File: src/rtl/tsetlin_pkg.sv
// Shared feedback codes and elaboration-time sizing helpers for the Tsetlin automaton bank.
package tsetlin_pkg;

  localparam logic [1:0] FB_IGNORE  = 2'b00;
  localparam logic [1:0] FB_REWARD  = 2'b01;
  localparam logic [1:0] FB_PENALTY = 2'b10;
  localparam logic [1:0] FB_RSVD    = 2'b11;

  function automatic int clog2(input int value);
    int result;
    result = 0;
    for (int i = 0; i < 31; i++) begin
      if ((32'sd1 <<< i) < value) result = i + 1;
    end
    return result;
  endfunction

  function automatic int max_int(input int a, input int b);
    return (a > b) ? a : b;
  endfunction

  // Width of a state register holding 0..2*n_states-1.
  function automatic int state_width(input int n_states);
    return max_int(1, clog2(2 * n_states));
  endfunction

endpackage

File: src/rtl/tsetlin_ta_cell.sv
// One two-action Tsetlin automaton with 2*N_STATES states; action decoded from the state register.
module tsetlin_ta_cell
  import tsetlin_pkg::*;
#(
  parameter int N_STATES = 3,
  localparam int SW = state_width(N_STATES)
) (
  input  logic          CLK,
  input  logic          RST_N,
  input  logic          INIT,
  input  logic          FB_VALID,
  input  logic [1:0]    FB_TYPE,
  output logic [SW-1:0] STATE,
  output logic          ACTION,
  output logic          ACTION_NXT,
  output logic          FLIP
);

  localparam logic [SW-1:0] S_INIT = SW'(N_STATES - 1);
  localparam logic [SW-1:0] S_MAX  = SW'(2 * N_STATES - 1);
  localparam logic [SW-1:0] S_ONE  = SW'(1);

  logic [SW-1:0] state_r;
  logic [SW-1:0] upd_s;
  logic [SW-1:0] load_s;
  logic          flip_r;

  function automatic logic include_of(input logic [SW-1:0] s);
    return (int'(s) >= N_STATES);
  endfunction

  assign STATE      = state_r;
  assign ACTION     = include_of(state_r);
  assign ACTION_NXT = include_of(load_s);
  assign FLIP       = flip_r;

  // Feedback rule: reward deepens the current action, penalty moves toward the other one.
  always_comb begin
    upd_s = state_r;
    if (int'(state_r) > 2 * N_STATES - 1) begin
      upd_s = S_INIT;
    end else begin
      case (FB_TYPE)
        FB_REWARD: begin
          if (ACTION) begin
            if (state_r != S_MAX) upd_s = state_r + S_ONE;
            else                  upd_s = state_r;
          end else begin
            if (state_r != '0) upd_s = state_r - S_ONE;
            else               upd_s = state_r;
          end
        end
        FB_PENALTY: begin
          if (ACTION) upd_s = state_r - S_ONE;
          else        upd_s = state_r + S_ONE;
        end
        default: upd_s = state_r;
      endcase
    end
  end

  // Value loaded at the next edge; INIT takes priority over feedback.
  always_comb begin
    load_s = state_r;
    if (INIT)          load_s = S_INIT;
    else if (FB_VALID) load_s = upd_s;
    else               load_s = state_r;
  end

  // State and action-flip registers.
  always_ff @(posedge CLK or negedge RST_N) begin
    if (!RST_N) begin
      state_r <= S_INIT;
      flip_r  <= 1'b0;
    end else begin
      state_r <= load_s;
      flip_r  <= FB_VALID & ~INIT & (ACTION_NXT ^ ACTION);
    end
  end

endmodule

File: src/rtl/tsetlin_automaton_bank.sv
// Bank of NUM_TA independent Tsetlin automata with registered include count and state readback.
module tsetlin_automaton_bank
  import tsetlin_pkg::*;
#(
  parameter int NUM_TA   = 8,
  parameter int N_STATES = 3,
  localparam int SW = state_width(N_STATES),
  localparam int CW = clog2(NUM_TA + 1),
  localparam int IW = max_int(1, clog2(NUM_TA))
) (
  input  logic                CLK,
  input  logic                RST_N,
  input  logic                INIT,
  input  logic                FB_VALID,
  input  logic [2*NUM_TA-1:0] FB_TYPE,
  output logic [NUM_TA-1:0]   ACTION,
  output logic [NUM_TA-1:0]   FLIP,
  output logic [CW-1:0]       INCLUDE_CNT,
  input  logic [IW-1:0]       RD_SEL,
  output logic [SW-1:0]       RD_STATE
);

  logic [SW-1:0]     state_s [NUM_TA];
  logic [NUM_TA-1:0] act_nxt_s;
  logic [CW-1:0]     cnt_nxt_s;
  logic [CW-1:0]     cnt_r;
  logic [SW-1:0]     rd_s;

  for (genvar i = 0; i < NUM_TA; i++) begin : g_ta
    tsetlin_ta_cell #(.N_STATES(N_STATES)) u_cell (
      .CLK        (CLK),
      .RST_N      (RST_N),
      .INIT       (INIT),
      .FB_VALID   (FB_VALID),
      .FB_TYPE    (FB_TYPE[2*i +: 2]),
      .STATE      (state_s[i]),
      .ACTION     (ACTION[i]),
      .ACTION_NXT (act_nxt_s[i]),
      .FLIP       (FLIP[i])
    );
  end

  // Popcount of the actions that will be loaded, so the count is coherent with ACTION.
  always_comb begin
    cnt_nxt_s = '0;
    for (int i = 0; i < NUM_TA; i++) begin
      cnt_nxt_s = cnt_nxt_s + CW'(act_nxt_s[i]);
    end
  end

  // Include-count register.
  always_ff @(posedge CLK or negedge RST_N) begin
    if (!RST_N) cnt_r <= '0;
    else        cnt_r <= cnt_nxt_s;
  end

  assign INCLUDE_CNT = cnt_r;

  // Readback mux; indices beyond the bank read as zero.
  always_comb begin
    rd_s = '0;
    for (int i = 0; i < NUM_TA; i++) begin
      if (int'(RD_SEL) == i) rd_s = state_s[i];
    end
  end

  assign RD_STATE = rd_s;

endmodule

File: config.mk
export PLATFORM = sky130hd
export DESIGN_NAME = tsetlin_automaton_bank
export DESIGN_NICKNAME = d
export VERILOG_FILES = /design/src/rtl/tsetlin_pkg.sv /design/src/rtl/tsetlin_ta_cell.sv /design/src/rtl/tsetlin_automaton_bank.sv
export SDC_FILE = /design/constraint.sdc
export NUM_CORES = 1
export LEC_CHECK = 0
export BUFFER_PORTS_ARGS = -buffer_cell sky130_fd_sc_hd__buf_2
export CORE_MARGIN = 1.5
export CORE_UTILIZATION = 62
export CTS_CLUSTER_DIAMETER = 30
export DETAILED_ROUTE_END_ITERATION = 10
export GPL_TIMING_DRIVEN = 0
export HOLD_SLACK_MARGIN = 0.03
export PLACE_DENSITY = 0.9
export SYNTH_ARGS = -nofsm -noshare
export SYNTH_HDL_FRONTEND = slang
export SYNTH_HIERARCHICAL = 1
export SYNTH_SLANG_ARGS = --single-unit
File: constraint.sdc
create_clock -name CLK -period 5.4 [get_ports CLK]
set_input_delay 0.81 -clock CLK [delete_from_list [all_inputs] [get_ports CLK]]
set_output_delay 0.81 -clock CLK [all_outputs]
set_load 0.01 [all_outputs]
==> results of run 1 <==
critical path: stages (launching register included):
cell	delay [ns]
dfrtp_1	0.54
ha_1	0.29
ha_1	0.23
a21oi_1	0.23
o211ai_1	0.17
a222oi_1	0.70
a21oi_1	0.23
fa_1	0.59
inv_1	0.06
fa_1	0.50
fa_1	0.43
inv_1	0.08
ha_1	0.19
inv_1	0.08
fa_1	0.48
inv_1	0.06
stage by stage:
step	cell area (um2)	util, %	power, mW	hold slack, ns	setup WS (ns)
final	5600	68.8	0.961	0.621	0.436
after global routing	5600	68.8	1.01	0.678	0.260
after CTS	5600	68.8	0.952	0.645	0.490
after detailed placement	5500	67.6	0.734	0.686	0.365
after global placement	5500	67.6	0.713	0.686	0.495
after floorplan	5150	-	0.621	0.514	0.955
logic make-up after synthesis:
logic type	after synthesis	synth area share [%]
flip-flops	36	17.7
AO/OA/AOI/OAI	156	25.4
XOR/XNOR	1	0.170
buffers and inverters	91	9.36
AND/OR/NAND/NOR	226	25.9
adder cells (fa/ha/maj)	63	15.9
multiplexers	28	5.59
synth_stat cells, drive strengths merged (4+ instances only):
master / number
or3b: 12
a221oi: 8
dfstp: 8
nand3: 10
inv: 71
or4: 6
o211ai: 28
buf: 14
fa: 4
dfrtp: 28
a211oi: 8
a311oi: 6
mux2i: 22
and3: 9
a21o: 9
a21oi: 29
nand4: 6
ha: 59
or3: 12
and2: 4
clkbuf: 6
mux2: 6
a31oi: 12
nand3b: 20
nand2: 63
nand2b: 25
a32o: 8
o21ai: 10
nor2: 17
or2b: 8
o21a: 6
o2111ai: 6
a21boi: 8
o21bai: 8
nor2b: 24
or2: 7
area by class of cell:
cell class	instances	area, um2	share of cell area [%]
flip-flops and latches	36	911	16.3
inverters	71	267	4.76
clock buffers	7	96.3	1.72
plain buffers	20	215	3.85
repair buffers	44	220	3.93
well taps	105	131	2.35
multi-input cells	474	3760	67.1
how the worst max path moves through the flow:
stage | from | end | slack [ns] | depth (start not counted)
after floorplan | g_ta[0].u_cell/STATE[0] | INCLUDE_CNT[2] | 0.95 | 18
after global placement | FB_VALID | INCLUDE_CNT[1] | 0.50 | 14
after detailed placement | FB_VALID | INCLUDE_CNT[1] | 0.37 | 14
after CTS | g_ta[0].u_cell/STATE[0] | INCLUDE_CNT[1] | 0.49 | 15
after global routing | g_ta[0].u_cell/STATE[0] | INCLUDE_CNT[2] | 0.26 | 15
final | g_ta[0].u_cell/STATE[0] | INCLUDE_CNT[1] | 0.44 | 15
cell usage in the layout, fill, tap and decap left out, types with 8 or more instances in the layout:
cell type / n
a211oi_4: 8
a21boi_0: 8
a21oi_1: 23
a221oi_2: 8
a31oi_1: 12
a32o_1: 8
and3_1: 9
buf_2: 45
buf_6: 8
clkbuf_8: 13
dfrtp_1: 28
dfstp_2: 8
ha_1: 59
inv_1: 63
inv_2: 8
mux2i_1: 22
nand2_1: 63
nand2b_1: 23
nand3_1: 10
nand3b_1: 20
nor2_1: 17
nor2b_1: 23
o211ai_1: 28
o21ai_0: 10
o21bai_1: 8
or3_1: 12
or3b_2: 12
routing by layer:
metal | part of all wire, % | track usage, % | vias to the layer above
li1 | - | - | 2254
met1 | 42 | 38.0 | 2283
met2 | 49 | 52.7 | 224
met3 | 6.4 | 3.88 | 32
met4 | 1.9 | 7.71 | 0
met5 | 0 | 0 | -
flip-flops by register name (all words and copies together) (netlist names):
name and flops:
INCLUDE_CNT 4, g_ta.u_cell/FLIP 8, g_ta.u_cell/STATE 24
report_power, final:
group | total [mW] | switching [mW] | internal, mW | leakage [nW]
logic | 0.419 | 0.238 | 0.181 | 2.15
registers | 0.321 | 0.0259 | 0.295 | 0.468
clock network | 0.221 | 0.107 | 0.114 | 0.0503
==> run metrics, run 1 <==
outcome completed; RSZ-0062 raised after global routing false; drt initial violations 365; FMAX 201 MHz; CTS buffer count 5; vias in the first global route 4686; P_leak 2.66 nW; Peak VDD IR 99.9 uV; postcts setup bufs 0; die height 94.1 um; Placeable Area just over 8000 um2; setup violators final 0; Seq/Total Area, Yosys ~18%; syn_area_per_cell 8.57 um2; Max-cap violations 0; CP Data Required Time 5.59 ns; H-tree depth 2; post-DP HPWL 9350 um; Tot GR Track Use ~30%; Max Root-Sink Buffers 2; grt total ovfl 0; Fillers 600; synthesized instance count around 600; r2r endpoint INCLUDE_CNT[1]; share of flip-flops with an asynchronous set or reset 100%; final hold violation count 0; yosys warns 6; crit path capture type flop; Startpoint Class flop; CTS Sinks 36; initial antenna violation count 0; Clock Pin Slew Worst Setup and Hold Paths ~0.08 ns; leading area contributor after synthesis ha_1; layout cell share with drive strength beyond 1 between 20% and 30%; Reg2Reg Setup Slack 0.44 ns; Tmin final 4.96 ns; hold-fix buffers at CTS 0; Slew @ Worst Pin 0.880 ns; Placed Cells between 700 and 800; Horiz. Die Dim 94.1 um; Layout Skew around 0.0062 ns; area share of the largest cell type after synthesis 14.3%; vias per inst 6.33; CTS tree yes; via count 4793; Post-synth EDFFs 0; I/O pins 46; RR Startpoint g_ta[0].u_cell/STATE[0]; Die Footprint 8860 um2; 1st-pass router iterations 5; port buffer count 44; worst endpoint data arrival time 5.15 ns; Finished Layout Cells ~760; Remaining DRCs 0; largest net degree at the start of global routing 37; Power Dens Cells 172 nW/um2; std cell rows 33; Synthesized Nets 687; global-route wire length before repair 21400 um; CTS Root Cell clkbuf_8; Crit Path Class flop to flop; # diodes 0; Resize count post-CTS 0; setup_tns 0 ns; routed wire length 12800 um; Min-Delay Path Class primary input to async pin; Routed Antenna Nets 0; r2r worst-path depth 15; RD Place Congestion 0.909; leading post-synthesis cells by cell area ha_1 (14%), dfrtp_1 (14%), inv_1 (4.6%), nand2_1 (4.6%), mux2i_1 (4.3%); mapped cell area 5150 um2; #FFs+latches synth 36; Skew-Pair Late Insertion Delay 0.30 ns; synth-to-layout area growth 8.70%; starting density of the core 63.3%; Post-synth top flop dfrtp_1; peak fanout along the critical path 11; Rel. slew slack between 40% and 50%; Final nets 738; fin. max-slew vios 0; wire per inst ~17 um; Cell variety after synth 54; fin crit share 91.9%
Power figures use the tool's default switching activity.
==> run 2: changes to the inputs <==
REMOVE_ABC_BUFFERS = 1   (was default)
==> run metrics, run 2 (same netlist as run 1, synthesis figures left out) <==
I/O pins 46; layout cell share with drive strength beyond 1 21.5%; port buffer count 45; peak fanout along the critical path 11; Slew @ Worst Pin 0.861 ns; Switch Pwr 0.363 mW; Rel. slew slack 42.6%; vias per inst ~6.3; number of flip-flops in the largest register 24; largest net degree at the start of global routing 37; Crit Path Class flop to flop; wire per inst 16.4 um; Peak VDD IR ~86 uV; H-tree depth 2; Tmin final 5.02 ns; RR Startpoint g_ta[0].u_cell/STATE[0]; Max Root-Sink Buffers 2; initial antenna violation count 0; RSZ-0062 raised after global routing false; Fillers 639; RD Place Congestion 0.904; setup violators final 0; Finished Layout Cells 739; Final nets 719; Clock power frac a little over a fifth; CTS Root Cell clkbuf_8; Remaining DRCs 0; Reg2Reg Setup Slack 0.38 ns; synth-to-layout area growth 4.45%; crit path capture INCLUDE_CNT[2]; Routed Antenna Nets 0; commonest non-fill, non-tap cells in the layout nand2_1 (63), inv_1 (63), ha_1 (59); grt total ovfl 0; combinational share of power 41.5%; 1st-pass router iterations 5; hold-fix buffers at CTS 0; outcome completed; CTS Sinks 36; starting density of the core 63.3%; r2r endpoint INCLUDE_CNT[2]; Net Sw Frac 39.7%; P_int 0.553 mW; Placeable Area around 8100 um2; routed wire length 12100 um; Horiz. Die Dim 94.1 um; Tot GR Track Use 27.6%; Startpoint Class flop; Min-Delay Path Class primary input to async pin; power share of the sequential group about 37%; r2r worst-path depth 18; post-DP HPWL 9050 um; via count 4660; Clock Pin Slew Worst Setup and Hold Paths about 0.080 ns; drt initial violations ~240; CTS tree yes; FMAX 199 MHz; CP Data Required Time 5.58 ns; worst hold margin 0.624 ns; Die Footprint 8860 um2; final hold violation count 0; fin crit share 93.0%; Power Dens Cells 170 nW/um2; Skew-Pair Late Insertion Delay around 0.29 ns; fin. max-slew vios 0; # diodes 0; setup_tns 0 ns; vias in the first global route 4319; Final WS setup 0.377 ns; global-route wire length before repair 19800 um; die height 94.1 um; CTS buffer count 5; worst endpoint data arrival time 5.20 ns; crit path capture type flop; Max-cap violations 0; postcts setup bufs 0; final core utilization around two thirds; pre-CTS setup slack 0.380 ns; Layout Skew approximately 0.0085 ns; start point of the critical path g_ta[0].u_cell/STATE[0]; Resize count post-CTS 0; std cell rows 33; Placed Cells 731; P_leak roughly 2.5 nW
-- run 2: cell count changes in the layout (fill, tap and decap cells not counted) --
cell      change
clkinv_2      +2
clkbuf_8      -8
clkinv_4      +1
buf_4         -5
buf_6         -8
-- run 2: power groups by stage --
stage          clock, mW  sequential [mW]  combinational (mW)
6_report           0.196            0.340               0.380
5_1_grt            0.210            0.344               0.418
4_1_cts            0.200            0.339               0.378
3_5_place_dp           0            0.344               0.374
2_1_floorplan          0            0.337               0.266
3_3_place_gp           0            0.341               0.352
-- run 2: metrics by stage --
stage                     power (mW)  area, um2
after floorplan                0.603       4930
after global placement         0.693       5290
after detailed placement       0.719       5290
after CTS                      0.917       5380
after global routing           0.973       5380
final                          0.916       5380
-- run 2: final cells by class --
cell class                      instances  area, um2  area share (%)
Tap cell                              105        131            2.44
Clock buffer                            5       68.8            1.28
Clock inverter                          3       18.8           0.349
Inverter                               71        267            4.96
Sequential cell                        36        911            16.9
Multi-Input combinational cell        474       3760            69.8
Timing Repair Buffer                   45        225            4.19
-- run 2: worst max-delay path, stage by stage (launching register included) --
cell and delay [ns]:
dfrtp_1 0.55, ha_1 0.29, ha_1 0.24, a211oi_4 0.34, inv_2 0.08, o211a_1 0.12
a311o_1 0.35, nand2b_4 0.16, or2b_1 0.15, a21oi_1 0.10, fa_1 0.58, inv_1 0.05
fa_1 0.50, fa_1 0.41, inv_1 0.07, ha_1 0.18, inv_1 0.07, fa_1 0.39
xnor2_1 0.26
-- run 2: how the worst min path moves through the flow --
stage                       startpoint                 endpoint  slack (ns)  cells past startpoint
3_3_place_gp   g_ta[0].u_cell/STATE[1]  g_ta[0].u_cell/STATE[1]        0.68                      2
3_5_place_dp   g_ta[3].u_cell/STATE[0]  g_ta[3].u_cell/STATE[0]        0.69                      2
4_1_cts                          RST_N  g_ta[1].u_cell/STATE[2]        0.66                      1
6_report                         RST_N  g_ta[7].u_cell/STATE[0]        0.62                      1
5_1_grt                          RST_N  g_ta[7].u_cell/STATE[0]        0.69                      1
2_1_floorplan                    RST_N           INCLUDE_CNT[0]        0.51                      0
-- run 2: per-layer routing --
| metal | vias to the layer above | global-route usage (%) | routed length [um] |
|---|---|---|---|
| met3 | 33 | 2.51 | 725 |
| li1 | 2217 | - | - |
| met1 | 2232 | 34.5 | 4900 |
| met4 | 0 | 9.33 | 299 |
| met2 | 178 | 49.6 | 6190 |
| met5 | - | 0 | 0 |
==> run 3: changes to the inputs <==
CORE_ASPECT_RATIO = 1.2   (was default)
==> run metrics, run 3 (same netlist as run 1, synthesis figures left out) <==
outcome completed; most used cell, CP fa_1; Resize count post-CTS 0; RSZ-0062 raised after global routing false; Crit Path Class flop to flop; CTS Root Cell clkbuf_8; worst endpoint data arrival time 5.13 ns; FMAX 202 MHz; Die Footprint about 9000 um2; Placeable Area a little over 8000 um2; routed wire length ~12000 um; hold-fix buffers at CTS 0; std cell rows 36; Worst path max stage delay 0.57 ns; Final nets 719; Peak VDD IR 129 uV; Horiz. Die Dim ~86 um; final hold violation count 0; setup_tns 0 ns; # diodes 0; I/O pins 46; CP Data Required Time around 5.6 ns; fin crit share 91.5%; Fillers 635; RR Startpoint g_ta[0].u_cell/STATE[0]; Tot GR Track Use 27.6%; port buffer count 45; global-route wire length before repair 19900 um; grt total ovfl 0; Remaining DRCs 0; RD Place Congestion 0.952; crit path capture type flop; CTS tree yes; Clock Pin Slew Worst Setup and Hold Paths 0.08 ns; commonest non-fill, non-tap cells in the layout nand2_1 (63), inv_1 (63), ha_1 (59); starting density of the core 63.5%; placed cell area 5280 um2; Power Dens Cells 173 nW/um2; pre-CTS setup slack 0.382 ns; Rel. slew slack a little over two fifths; die height 103 um; vias per inst 6.44; Tmin final 4.94 ns; peak fanout along the critical path 11; Skew-Pair Late Insertion Delay approximately 0.30 ns; postcts setup bufs 0; via count 4696; Startpoint Class flop; initial antenna violation count 0; 1st-pass router iterations 5; Tot Pwr 0.927 mW; Final WS setup 0.460 ns; Max Root-Sink Buffers 2; Slew @ Worst Pin 0.865 ns; CTS Sinks 36; layout cell share with drive strength beyond 1 around a fifth; number of flip-flops in the largest register 24; H-tree depth 2; post-DP HPWL around 8900 um; worst-path cell chain ha_1 > ha_1 > a211oi_4 > inv_2 > o211a_1 > a311o_1 > nand2b_4 > or2b_1 > a21oi_1 > fa_1 > inv_1 > fa_1 > fa_1 > inv_1 > ha_1 > inv_1 > fa_1 > xnor2_1; drt initial violations just under 300; fin. max-slew vios 0; synth-to-layout area growth 4.25%; Max-cap violations 0; r2r worst-path depth 18; largest net degree at the start of global routing 37; Layout Skew 0.00365 ns; CTS buffer count 5; Routed Antenna Nets 0; post-route cell area 5370 um2; slowest stage cell, crit path fa_1; wire per inst 16.6 um; Reg2Reg Setup Slack 0.46 ns; r2r endpoint INCLUDE_CNT[2]; setup violators final 0; vias in the first global route approximately 4500; Min-Delay Path Class primary input to async pin; P_leak roughly 2.5 nW
run 3: cell count changes in the layout (fill, tap and decap cells not counted), sizes merged:
cell	change
clkbuf	+3
clkinv	-3
run 3: cell type report:
class                           count  area [um2]  share of cell area [%]
Multi-Input combinational cell    474        3760                    70.0
Timing Repair Buffer               45         225                    4.20
Tap cell                           95         119                    2.21
Clock buffer                        8        90.1                    1.68
Inverter                           71         267                    4.97
Sequential cell                    36         911                    17.0
run 3: per-layer routing:
| metal | routed length, um | part of all wire, % | global-route usage, % | vias to the layer above |
|---|---|---|---|---|
| met5 | 0 | 0 | 0 | - |
| met4 | 364 | 3.0 | 12.4 | 0 |
| met3 | 682 | 5.6 | 4.88 | 41 |
| met2 | 6160 | 51 | 50.2 | 174 |
| met1 | 4920 | 41 | 31.7 | 2267 |
| li1 | - | - | - | 2214 |
run 3: worst max-delay path: cells and delay by family, from the launching register on:
| kind | cells | cell delay, ns |
|---|---|---|
| AND/OR/NAND/NOR | 2 | 0.29 |
| buffers and inverters | 4 | 0.25 |
| AO/OA/AOI/OAI | 4 | 0.93 |
| XOR/XNOR | 1 | 0.26 |
| flip-flops | 1 | 0.54 |
| adder cells (fa/ha/maj) | 7 | 2.55 |
run 3: where the power goes:
| group | leakage, nW | total (mW) | switching (mW) | internal (mW) |
|---|---|---|---|---|
| Clock | 0.0455 | 0.210 | 0.106 | 0.104 |
| Sequential | 0.468 | 0.337 | 0.0419 | 0.296 |
| Combinational | 2.03 | 0.380 | 0.213 | 0.167 |
run 3: metrics by stage:
step / util [%] / hold slack (ns) / instances
after floorplan: - / 0.514 / 581
after global placement: 65.1 / 0.671 / 721
after detailed placement: 65.1 / 0.698 / 721
after CTS: 66.2 / 0.645 / 729
after global routing: 66.2 / 0.682 / 729
final: 66.2 / 0.619 / 729
run 3: how the worst max path moves through the flow:
stage	from	to	cells after the start
6_report	g_ta[0].u_cell/STATE[0]	INCLUDE_CNT[2]	18
3_3_place_gp	FB_VALID	INCLUDE_CNT[2]	14
3_5_place_dp	FB_VALID	INCLUDE_CNT[2]	14
2_1_floorplan	g_ta[0].u_cell/STATE[0]	INCLUDE_CNT[2]	18
4_1_cts	g_ta[0].u_cell/STATE[0]	INCLUDE_CNT[2]	18
5_1_grt	g_ta[0].u_cell/STATE[0]	INCLUDE_CNT[2]	15
